<file path="config.mk">
export PLATFORM = sky130hd
export DESIGN_NAME = adder_pipe_nbit
export DESIGN_NICKNAME = d
export VERILOG_FILES = /design/src/rtl/adder_pipe_nbit_pkg.sv /design/src/rtl/adder_pipe_nbit_seg.sv /design/src/rtl/adder_pipe_nbit.sv
export SDC_FILE = /design/constraint.sdc
export NUM_CORES = 1
export LEC_CHECK = 0
export CAP_MARGIN = 20
export CORE_UTILIZATION = 45
export DETAILED_ROUTE_END_ITERATION = 8
export PLACE_DENSITY = 0.82
export SLEW_MARGIN = 15
export SYNTH_ARGS = -nofsm -noshare
export SYNTH_HDL_FRONTEND = slang
export SYNTH_SLANG_ARGS = --single-unit
</file>
<file path="constraint.sdc">
create_clock -name CLK -period 3.8 [get_ports CLK]
set_input_delay 0.38 -clock CLK [delete_from_list [all_inputs] [get_ports CLK]]
set_output_delay 0.38 -clock CLK [all_outputs]
set_load 0.02 [all_outputs]
</file>
<file path="src/rtl/adder_pipe_nbit_pkg.sv">
// adder_pipe_nbit_pkg: stage count and configuration legality for the segmented pipelined adder
package adder_pipe_nbit_pkg;
  function automatic int stages_of(input int n, input int seg);
    return (seg < 1) ? 1 : n / seg;
  endfunction
  function automatic bit legal_cfg(input int n, input int seg);
    return (seg >= 1) && (n >= seg) && (n % seg == 0);
  endfunction
endpackage

</file>
<file path="src/rtl/adder_pipe_nbit_seg.sv">
// adder_seg: combinational W-bit adder slice with carry-out and carry into its MSB
module adder_seg #(
  parameter int W = 16
) (
  input  logic [W-1:0] a,
  input  logic [W-1:0] b,
  input  logic         ci,
  output logic [W-1:0] s,
  output logic         co,
  output logic         c_msb
);
  assign {co, s} = {1'b0, a} + {1'b0, b} + {{W{1'b0}}, ci};
  // the sum bit is a^b^carry_in, so the MSB carry-in falls out of the result
  assign c_msb = a[W-1] ^ b[W-1] ^ s[W-1];
endmodule

</file>
<file path="src/rtl/adder_pipe_nbit.sv">
// adder_pipe_nbit: segmented pipelined add/sub, one SEG-bit slice per stage, global stall.
// Define ADDER_PIPE_FLAGS_EN to add registered Z (zero) and OVF (signed overflow) outputs.
module adder_pipe_nbit
  import adder_pipe_nbit_pkg::*;
#(
  parameter int N   = 64,
  parameter int SEG = 16
) (
  input  logic         CLK,
  input  logic         RST_n,
  input  logic [N-1:0] IN1,
  input  logic [N-1:0] IN2,
  input  logic         Cin,
  input  logic         SUB,
  input  logic         in_valid,
  output logic         in_ready,
  output logic [N-1:0] SUM,
  output logic         Cout,
`ifdef ADDER_PIPE_FLAGS_EN
  output logic         Z,
  output logic         OVF,
`endif
  output logic         out_valid,
  input  logic         out_ready
);
  localparam int STAGES = stages_of(N, SEG);
  if (!legal_cfg(N, SEG)) begin : g_bad_cfg
    $error("adder_pipe_nbit: N must be a positive multiple of SEG");
  end
  logic         advance;
  logic [N-1:0] b_head;
  assign advance  = !out_valid || out_ready;
  assign in_ready = advance;
  assign b_head   = SUB ? ~IN2 : IN2;
  // w carries finished result slices below the current segment and raw A above it
  for (genvar s = 0; s < STAGES; s++) begin : g_st
    logic [N-1:0]   a_in, b_in, w_nx, w, b;
    logic [SEG-1:0] sum;
    logic           ci_in, v_in, v, c, co, cm;
    logic           unused_ok;
    if (s == 0) begin : g_head
      assign a_in  = IN1;
      assign b_in  = b_head;
      assign ci_in = Cin;
      assign v_in  = in_valid;
    end else begin : g_tail
      assign a_in  = g_st[s-1].w;
      assign b_in  = g_st[s-1].b;
      assign ci_in = g_st[s-1].c;
      assign v_in  = g_st[s-1].v;
    end
    adder_seg #(.W(SEG)) u_seg (
      .a    (a_in[s*SEG +: SEG]),
      .b    (b_in[s*SEG +: SEG]),
      .ci   (ci_in),
      .s    (sum),
      .co   (co),
      .c_msb(cm)
    );
    always_comb begin
      w_nx = a_in;
      w_nx[s*SEG +: SEG] = sum;
    end
    always_ff @(posedge CLK)
      if (!RST_n) begin
        v <= 1'b0;
        w <= '0;
        b <= '0;
        c <= 1'b0;
      end else if (advance) begin
        v <= v_in;
        w <= w_nx;
        b <= b_in;
        c <= co;
      end
    assign unused_ok = ^{b, cm};
  end
  assign SUM       = g_st[STAGES-1].w;
  assign Cout      = g_st[STAGES-1].c;
  assign out_valid = g_st[STAGES-1].v;
`ifdef ADDER_PIPE_FLAGS_EN
  always_ff @(posedge CLK)
    if (!RST_n) begin
      Z   <= 1'b0;
      OVF <= 1'b0;
    end else if (advance) begin
      Z   <= (g_st[STAGES-1].w_nx == '0);
      OVF <= g_st[STAGES-1].cm ^ g_st[STAGES-1].co;
    end
`endif
endmodule

</file>
Word-level counts from Yosys, hierarchy flattened
Cells that the tools add are included.
Widths: inputs -> output; s select.

storage, ports and cells
  output and inout port bits = 67
  flip-flop bits (word level) = 456
  logic and storage cells = 27
  input bits = 134

operators by class
  reductions and logical operators = 2
  bitwise operators = 1
  mux-type cells = 1
  $add $sub $neg = 8

operators with widths
  operator          count
  $add 16x16->17    4
  $add 17x1->17     4
  $mux 64           1
  $not 64->64       1
  $logic_not 1->1   1
  $logic_or 1x1->1  1

Logic depth before layout (Yosys ltp)
Gate-level depths: netlist of the first run.

  depth in word-level cells = 4
  mapped depth = 13
  mapped depth without buffers = 11

Cells and area by module
A second synthesis of the first run with hierarchy kept.

unflattened totals
  cells, all modules = 1,985
  area total of the unflattened synthesis = 16,975.0 um2

by module, submodules not included
  module                         instances  cells each  area each (um2)  seq. area each (um2)
  adder_pipe_nbit                1          1,583       13,671.9         7,206.9
  adder_seg (g_st[0].u_seg ...)  2          101         859.6            0.0
  adder_seg (g_st[2].u_seg ...)  2          100         792.0            0.0

Worst setup path before layout of the first run
Ideal clock, no wire load.

  path type = in2reg
  start = input port SUB
  end = register g_st[0].c
  library setup time = 133 ps
  arrival = 3,431 ps
  buffers on the path = 2
  stages on the path = 12
  path slack = 236 ps
  required time = 3,667 ps
  cell sequence = clkbuf_1 > buf_2 > xor2_1 > fa_1 > fa_1 > a21o_1 > a221oi_2 > o211ai_2 > a221oi_2 > o21ai_2 > a2111oi_2 > nor4_1

on the way
  word-level cells in the longest chain between the ends = 3

RTL lines
  item                    RTL line                   RTL
  start: declaration      adder_pipe_nbit.sv:14      input logic SUB,
  $mux 64                 adder_pipe_nbit.sv:34      assign b_head = SUB ? ~IN2 : IN2;
  $add 16x16->17          adder_pipe_nbit_seg.sv:12  assign {co, s} = {1'b0, a} + {1'b0, b} + {{W{1'b0}}, ci};
  $add 17x1->17           adder_pipe_nbit_seg.sv:12
  end signal: assignment  adder_pipe_nbit.sv:74      c <= co;
  end: declaration        adder_pipe_nbit.sv:39      logic ci_in, v_in, v, c, co, cm;

Every way passes these cells.
A chain may end at the register's enable or synchronous reset.

Worst setup path in the final report of the first run
  start = input port IN2[0]
  end = register g_st[0].c

on the way
  word-level cells in the longest chain between the ends = 4

RTL lines
  item                RTL line                   RTL
  start: declaration  adder_pipe_nbit.sv:12      input logic [N-1:0] IN2,
  $not 64->64         adder_pipe_nbit.sv:34
  $mux 64 *           adder_pipe_nbit.sv:34
  $add 16x16->17 *    adder_pipe_nbit_seg.sv:12
  $add 17x1->17 *     adder_pipe_nbit_seg.sv:12

Mark *: on every way between the ends. The rest lies on a longest branch, timed or not.

==> impl_metrics.xml, run 1 <==
<?xml version="1.0" encoding="UTF-8"?>
<metrics>
  <group name="pwr">
    <metric name="static-leakage-power" unit="uW">0.00735</metric>
    <metric name="powerDensity" unit="mW/mm2">470</metric>
    <metric name="power.ir.vdd_worst" unit="uV">260</metric>
  </group>
  <group name="grt">
    <metric name="grt_max_degree" unit="">153</metric>
    <metric name="globalRouteOverflowTotal" unit="">0</metric>
    <metric name="number_of_global_route_vias_before_repair" unit="">12000</metric>
    <metric name="grt_pass1_wl" unit="um">57500</metric>
    <metric name="grt_use_total" unit="%">19.4</metric>
    <metric name="antenna_found_initial" unit="">0</metric>
  </group>
  <group name="timing">
    <metric name="layout_setup_ws" unit="ps">664</metric>
    <metric name="hold_violations" unit="">0</metric>
    <metric name="final.setup.tns" unit="ps">0</metric>
    <metric name="period_minus_slack" unit="ps">3140</metric>
    <metric name="final-setup-viol-count" unit="">0</metric>
    <metric name="unrepaired_setup_endpoints_after_global_routing" unit="">false</metric>
    <metric name="report.final.slew_viol_count" unit="">0</metric>
    <metric name="finalCritPeriodShare" unit="%">82.5</metric>
    <metric name="max_slew.worst_pin.slew" unit="ps">798</metric>
    <metric name="slew_headroom" unit="%">46.8</metric>
    <metric name="finalClockSkew" unit="ps">15.8</metric>
    <metric name="whs" unit="ps">413</metric>
    <metric name="fmax" unit="MHz">319</metric>
  </group>
  <group name="cts">
    <metric name="ctsRootBufferMaster" unit="">sky130_fd_sc_hd__clkbuf_16</metric>
    <metric name="clock-sinks" unit="">360</metric>
    <metric name="post_cts.resized_instances" unit="">0</metric>
    <metric name="clkLatencyLatePin" unit="ps">510</metric>
    <metric name="clk_transition_reported_paths" unit="ps">60</metric>
    <metric name="cts-hold-fix-buffers" unit="">0</metric>
    <metric name="cts_buffers" unit="">37</metric>
    <metric name="cts_buffer_depth" unit="">3</metric>
    <metric name="tritoncts" unit="">yes</metric>
    <metric name="ctsHtreeMaxLevel" unit="">2</metric>
    <metric name="postCtsSetupBuffers" unit="">0</metric>
  </group>
  <group name="die">
    <metric name="die_w" unit="um">187</metric>
    <metric name="number_of_top_level_design_ports" unit="">201</metric>
    <metric name="core_region" unit="mm2">0.0336</metric>
    <metric name="std_cell_rows" unit="">67</metric>
    <metric name="die_height" unit="um">187</metric>
    <metric name="die_footprint" unit="mm2">0.0349</metric>
    <metric name="initial_utilization" unit="%">45.8</metric>
  </group>
  <group name="cells_and_area">
    <metric name="total_inserted_antenna_cells" unit="">0</metric>
    <metric name="final_layout_size_suffix_gt1_share" unit="%">4.19</metric>
    <metric name="flow.area_growth_from_synthesis" unit="%">22.4</metric>
    <metric name="final_cell_area" unit="mm2">0.0188</metric>
    <metric name="final_nets" unit="">2232</metric>
  </group>
  <group name="yosys">
    <metric name="ys_seq_area_share" unit="%">46.8</metric>
    <metric name="syn-instance-count" unit="">1904</metric>
    <metric name="synth_cell_types" unit="">53</metric>
    <metric name="synth_seq_cells" unit="">360</metric>
    <metric name="yosysTopAreaCellShare" unit="%">46.8</metric>
    <metric name="async_reset_ff_share" unit="%">0</metric>
    <metric name="synth.top_cells.by_count" unit="">sky130_fd_sc_hd__nand2_1, sky130_fd_sc_hd__dfxtp_1, sky130_fd_sc_hd__a21oi_1, sky130_fd_sc_hd__clkbuf_1, sky130_fd_sc_hd__xnor2_1</metric>
    <metric name="synth.yosys.warnings" unit="">0</metric>
    <metric name="syn_nets" unit="">2106</metric>
    <metric name="synth_area_leaders" unit="">sky130_fd_sc_hd__dfxtp_1, sky130_fd_sc_hd__nand2_1, sky130_fd_sc_hd__a21oi_1</metric>
    <metric name="synth_edf_count" unit="">0</metric>
    <metric name="postSynthAreaPerCell" unit="um2">8.08</metric>
    <metric name="yosys_most_used_dff" unit="">sky130_fd_sc_hd__dfxtp_1</metric>
    <metric name="synth_area_leader_cell" unit="">sky130_fd_sc_hd__dfxtp_1</metric>
    <metric name="synth_most_common_cell" unit="">sky130_fd_sc_hd__nand2_1</metric>
    <metric name="synth.cell_area" unit="mm2">0.0154</metric>
  </group>
  <group name="worst_setup_path">
    <metric name="worst_setup_path_start_kind" unit="">input port</metric>
    <metric name="worst_ep_arrival_time" unit="ps">3500</metric>
    <metric name="crit_path_end_kind" unit="">flip-flop</metric>
    <metric name="cp.required" unit="ps">4170</metric>
    <metric name="timing_worst_setup_path_type" unit="">in -&gt; reg</metric>
    <metric name="crit_fanout" unit="">3</metric>
  </group>
  <group name="route">
    <metric name="ant_nets" unit="">0</metric>
    <metric name="route.detailed.drc" unit="">0</metric>
    <metric name="finalWirelength" unit="um">35100</metric>
    <metric name="routedWlPerCell" unit="um">14.0</metric>
    <metric name="vias" unit="">12900</metric>
    <metric name="drt_iter0_markers" unit="">788</metric>
    <metric name="via_per_inst" unit="">5.18</metric>
    <metric name="detail_route.first_pass.iterations" unit="">5</metric>
  </group>
  <group name="run_status">
    <metric name="run_status" unit="">finished clean</metric>
  </group>
  <group name="place">
    <metric name="detailedPlacementHpwl" unit="um">23500</metric>
    <metric name="dp_worst_setup_slack" unit="ps">144</metric>
    <metric name="portBuffers" unit="">200</metric>
    <metric name="finalWeightedCongestion" unit="">0.883</metric>
    <metric name="detailed_place.area" unit="mm2">0.0176</metric>
  </group>
  <group name="hold_path">
    <metric name="min-delay-path-class" unit="">in -&gt; reg</metric>
  </group>
  <group name="run">
    <metric name="max-cap-violations" unit="">0</metric>
  </group>
</metrics>
-- metrics by stage --
step | utilization, % | instances | total power [uW]
2_1_floorplan | - | 1904 | 4950
3_3_place_gp | 52.5 | 2439 | 5300
3_5_place_dp | 52.5 | 2439 | 5340
4_1_cts | 56.0 | 2501 | 8910
5_1_grt | 56.0 | 2501 | 9230
6_report | 56.0 | 2501 | 8850
-- logic make-up after synthesis --
kind of cell             after synthesis  synth area share (%)
AO/OA/AOI/OAI                        482                  18.1
adder cells (fa/ha/maj)               68                  5.92
buffers and inverters                138                  3.42
multiplexers                           2                 0.130
XOR/XNOR                             115                  6.54
flip-flops                           360                  46.8
AND/OR/NAND/NOR                      739                  19.1
-- flip-flops by register name, summed over array words and instances, names as in the netlist --
signal     cells
g_st.w       192
out_valid      1
Cout           1
g_st.c         3
g_st.v         3
g_st.b        96
SUM           64
-- power breakdown --
group / total [uW] / switching [uW] / leakage, uW / internal [uW]
Clock: 3580 / 1450 / 0.000586 / 2130
Sequential: 4170 / 137 / 0.00296 / 4040
Combinational: 1100 / 562 / 0.00380 / 533
-- path summary, 6_finish.rpt --
kind	startpoint	to	slack [ps]	cells past startpoint
worst max-delay path	IN2[0]	g_st[0].c	660	12
worst min-delay path	IN1[58]	g_st[0].w[58]	410	3
worst max register to register	g_st[0].w[16]	g_st[1].w[30]	800	10
worst min register to register	g_st[1].w[15]	g_st[1].w[15]	450	2
-- cell type report --
class / count / area [um2]
Clock buffer: 51 / 1050
Clock inverter: 11 / 144
Fill cell: 2966 / 14800
Inverter: 10 / 52.6
Multi-Input combinational cell: 1406 / 7660
Sequential cell: 360 / 7210
Tap cell: 448 / 561
Timing Repair Buffer: 215 / 2160
-- critical path, cell delays in order --
cell                              delay (ps)
sky130_fd_sc_hd__clkdlybuf4s50_1         410
sky130_fd_sc_hd__xor2_1                  160
sky130_fd_sc_hd__fa_1                    430
sky130_fd_sc_hd__fa_1                    460
sky130_fd_sc_hd__a21o_1                  230
sky130_fd_sc_hd__a221oi_2                230
sky130_fd_sc_hd__buf_4                   170
sky130_fd_sc_hd__o211ai_2                110
sky130_fd_sc_hd__a221oi_2                340
sky130_fd_sc_hd__o21ai_2                 130
sky130_fd_sc_hd__a2111oi_2               370
sky130_fd_sc_hd__nor4_1                   90
-- layer usage --
layer / track usage (%) / vias up / routed length (um)
li1: - / 6630 / -
met1: 25.9 / 5954 / 16100
met5: 0 / - / 0
met2: 32.5 / 302 / 16600
met4: 6.46 / 0 / 933
met3: 2.53 / 59 / 1400
-- layout by cell type, fill, tap and decap left out, drive strengths merged, types with 3 or more instances in the layout --
cell           Yosys  final
o21bai             4      4
nor2              79     79
and3               7      7
nor4               3      3
xnor2             84     84
nand2b             5      5
inv                9     12
a221oi             4      4
nand4b             5      5
clkbuf           115     51
nor2b              8      8
nand4              4      4
nor3               5      5
a31oi              6      6
o22ai              4      4
ha                60     60
clkdlybuf4s50      0    199
o21a               5      5
nand3             25     25
a21oi            326    326
clkinv             1      5
or3                3      3
o21ai             33     33
fa                 8      8
xor2              31     31
a21o              23     23
dfxtp            360    360
a211oi            59     59
nand2            589    589
buf               13     16
o211ai             6      6
bufinv             0      3
(Power assumes the default switching activity.)
==> run 2: changes to the inputs <==
==> constraint.sdc (replaced) <==
create_clock -name CLK -period 2.76 [get_ports CLK]
set_input_delay 0.276 -clock CLK [delete_from_list [all_inputs] [get_ports CLK]]
set_output_delay 0.276 -clock CLK [all_outputs]
set_load 0.02 [all_outputs]
==> impl_metrics.xml, run 2 (synthesis gave the netlist of run 1 again) <==
<?xml version="1.0" encoding="UTF-8"?>
<metrics>
  <group name="route">
    <metric name="route.detailed.drc" unit="">0</metric>
    <metric name="routedWlPerCell" unit="um">14.1</metric>
    <metric name="vias" unit="">13100</metric>
    <metric name="via_per_inst" unit="">5.17</metric>
    <metric name="drt_iter0_markers" unit="">786</metric>
    <metric name="finalWirelength" unit="um">35800</metric>
    <metric name="detail_route.first_pass.iterations" unit="">5</metric>
    <metric name="ant_nets" unit="">0</metric>
  </group>
  <group name="timing">
    <metric name="whs" unit="ps">279</metric>
    <metric name="finalCritPeriodShare" unit="%">98.8</metric>
    <metric name="max_slew.worst_pin.slew" unit="ps">785</metric>
    <metric name="unrepaired_setup_endpoints_after_global_routing" unit="">true</metric>
    <metric name="fmax" unit="MHz">367</metric>
    <metric name="final-setup-viol-count" unit="">0</metric>
    <metric name="report.final.slew_viol_count" unit="">0</metric>
    <metric name="period_minus_slack" unit="ps">2730</metric>
    <metric name="slew_headroom" unit="%">47.7</metric>
    <metric name="finalClockSkew" unit="ps">10.7</metric>
    <metric name="hold_violations" unit="">0</metric>
  </group>
  <group name="worst_setup_path">
    <metric name="crit_fanout" unit="">2</metric>
    <metric name="rrSetupSlack" unit="ps">30</metric>
    <metric name="worst_reg2reg_path_depth" unit="">10</metric>
    <metric name="crit_path_end_kind" unit="">flip-flop</metric>
    <metric name="worst_ep_arrival_time" unit="ps">3110</metric>
    <metric name="worst_setup_path_start_kind" unit="">flip-flop</metric>
    <metric name="cp.required" unit="ps">3140</metric>
    <metric name="timing_worst_setup_path_type" unit="">reg -&gt; reg</metric>
  </group>
  <group name="cts">
    <metric name="ctsHtreeMaxLevel" unit="">2</metric>
    <metric name="ctsRootBufferMaster" unit="">sky130_fd_sc_hd__clkbuf_16</metric>
    <metric name="cts_buffers" unit="">39</metric>
    <metric name="tritoncts" unit="">yes</metric>
    <metric name="clkLatencyLatePin" unit="ps">510</metric>
    <metric name="clk_transition_reported_paths" unit="ps">60</metric>
    <metric name="cts_buffer_depth" unit="">3</metric>
    <metric name="clock-sinks" unit="">360</metric>
  </group>
  <group name="run">
    <metric name="max-cap-violations" unit="">0</metric>
  </group>
  <group name="cells_and_area">
    <metric name="flow.area_growth_from_synthesis" unit="%">25.7</metric>
    <metric name="stdcell_count" unit="">2537</metric>
    <metric name="final_cell_area" unit="mm2">0.0193</metric>
    <metric name="layout_commonest_cell" unit="">sky130_fd_sc_hd__nand2_1</metric>
    <metric name="final_nets" unit="">2263</metric>
    <metric name="largest_register" unit="">g_st.w</metric>
    <metric name="mostFrequentLayoutCells" unit="">sky130_fd_sc_hd__nand2_1, sky130_fd_sc_hd__dfxtp_1, sky130_fd_sc_hd__a21oi_1</metric>
    <metric name="largest_register_ff_count" unit="">192</metric>
    <metric name="final_layout_size_suffix_gt1_share" unit="%">6.99</metric>
  </group>
  <group name="grt">
    <metric name="number_of_global_route_vias_before_repair" unit="">12300</metric>
    <metric name="grt_max_degree" unit="">121</metric>
    <metric name="antenna_found_initial" unit="">1</metric>
    <metric name="grt_pass1_wl" unit="um">58500</metric>
    <metric name="globalRouteOverflowTotal" unit="">0</metric>
    <metric name="grt_use_total" unit="%">19.8</metric>
  </group>
  <group name="pwr">
    <metric name="powerDensity" unit="mW/mm2">652</metric>
    <metric name="static-leakage-power" unit="uW">0.00760</metric>
    <metric name="power.ir.vdd_worst" unit="uV">385</metric>
  </group>
  <group name="place">
    <metric name="detailedPlacementHpwl" unit="um">23800</metric>
    <metric name="finalWeightedCongestion" unit="">0.860</metric>
    <metric name="portBuffers" unit="">200</metric>
    <metric name="detailed_place.area" unit="mm2">0.0178</metric>
    <metric name="post-place-cells" unit="">2457</metric>
  </group>
  <group name="hold_path">
    <metric name="min-delay-path-class" unit="">in -&gt; reg</metric>
    <metric name="hold-path-cell-count" unit="">4</metric>
  </group>
  <group name="die">
    <metric name="die_w" unit="um">187</metric>
    <metric name="std_cell_rows" unit="">67</metric>
    <metric name="initial_utilization" unit="%">45.8</metric>
    <metric name="number_of_top_level_design_ports" unit="">201</metric>
    <metric name="die_height" unit="um">187</metric>
    <metric name="die_footprint" unit="mm2">0.0349</metric>
    <metric name="core_region" unit="mm2">0.0336</metric>
  </group>
  <group name="run_status">
    <metric name="run_status" unit="">finished clean</metric>
  </group>
</metrics>
run 2: critical path, stage by stage, from the launching register on:
cell and delay [ps]:
sky130_fd_sc_hd__dfxtp_2 330, sky130_fd_sc_hd__fa_2 410, sky130_fd_sc_hd__fa_2 370, sky130_fd_sc_hd__a21o_1 210, sky130_fd_sc_hd__a221oi_2 300, sky130_fd_sc_hd__o211a_1 260
sky130_fd_sc_hd__a21oi_2 70, sky130_fd_sc_hd__a221o_1 360, sky130_fd_sc_hd__xor2_1 160, sky130_fd_sc_hd__nand2_1 70, sky130_fd_sc_hd__a21oi_1 60
run 2: path summary, 6_finish.rpt:
path	start	to
worst min register to register	g_st[1].w[25]	g_st[2].w[25]
worst min-delay path	Cin	g_st[0].w[0]
worst max register to register	g_st[0].c	g_st[1].w[30]
worst max-delay path	g_st[0].c	g_st[1].w[30]
run 2: final cells by class:
cell class,instances,area (um2)
flip-flops and latches,360,7210
clock buffers,55,1170
well taps,448,561
clock inverters,13,150
multi-input cells,1406,7760
inverters,10,52.6
repair buffers,244,2440
diodes,1,2.50
fillers,2892,14300
run 2: report_power, final:
group	switching [uW]	leakage (uW)	internal, uW
Sequential	192	0.00296	5560
Clock	2060	0.000654	3230
Combinational	797	0.00398	777
Total	3050	0.00760	9570
run 2: routing by layer:
metal  track usage [%]  part of all wire (%)  up-vias
met5                 0                     0        -
met4              7.38                   3.2        0
met3              2.95                   4.5       66
met2              33.3                    47      320
met1              25.7                    45     6033
li1                  -                     -     6697
run 2: metrics by stage:
stage	worst slack [ps]	total power, uW	utilization (%)	TNS, ps
after global routing	-81.0	13100	57.5	-257
after global placement	-595	7340	53.1	-1900
after floorplan	-268	6830	-	-509
after CTS	3.11	12700	57.1	0
final	33.5	12600	57.5	0
after detailed placement	-629	7400	53.1	-2290
run 2: what timing repair did:
| item | 4_1_cts | 5_1_grt |
|---|---|---|
| buffers inserted | 3 | 8 |
| gates resized for setup | 5 | 21 |
| endpoints found under the setup margin | 9 | 9 |
| hold buffers | 0 | 0 |
| hold endpoints to repair | 0 | 0 |
| pin swaps | 7 | 26 |
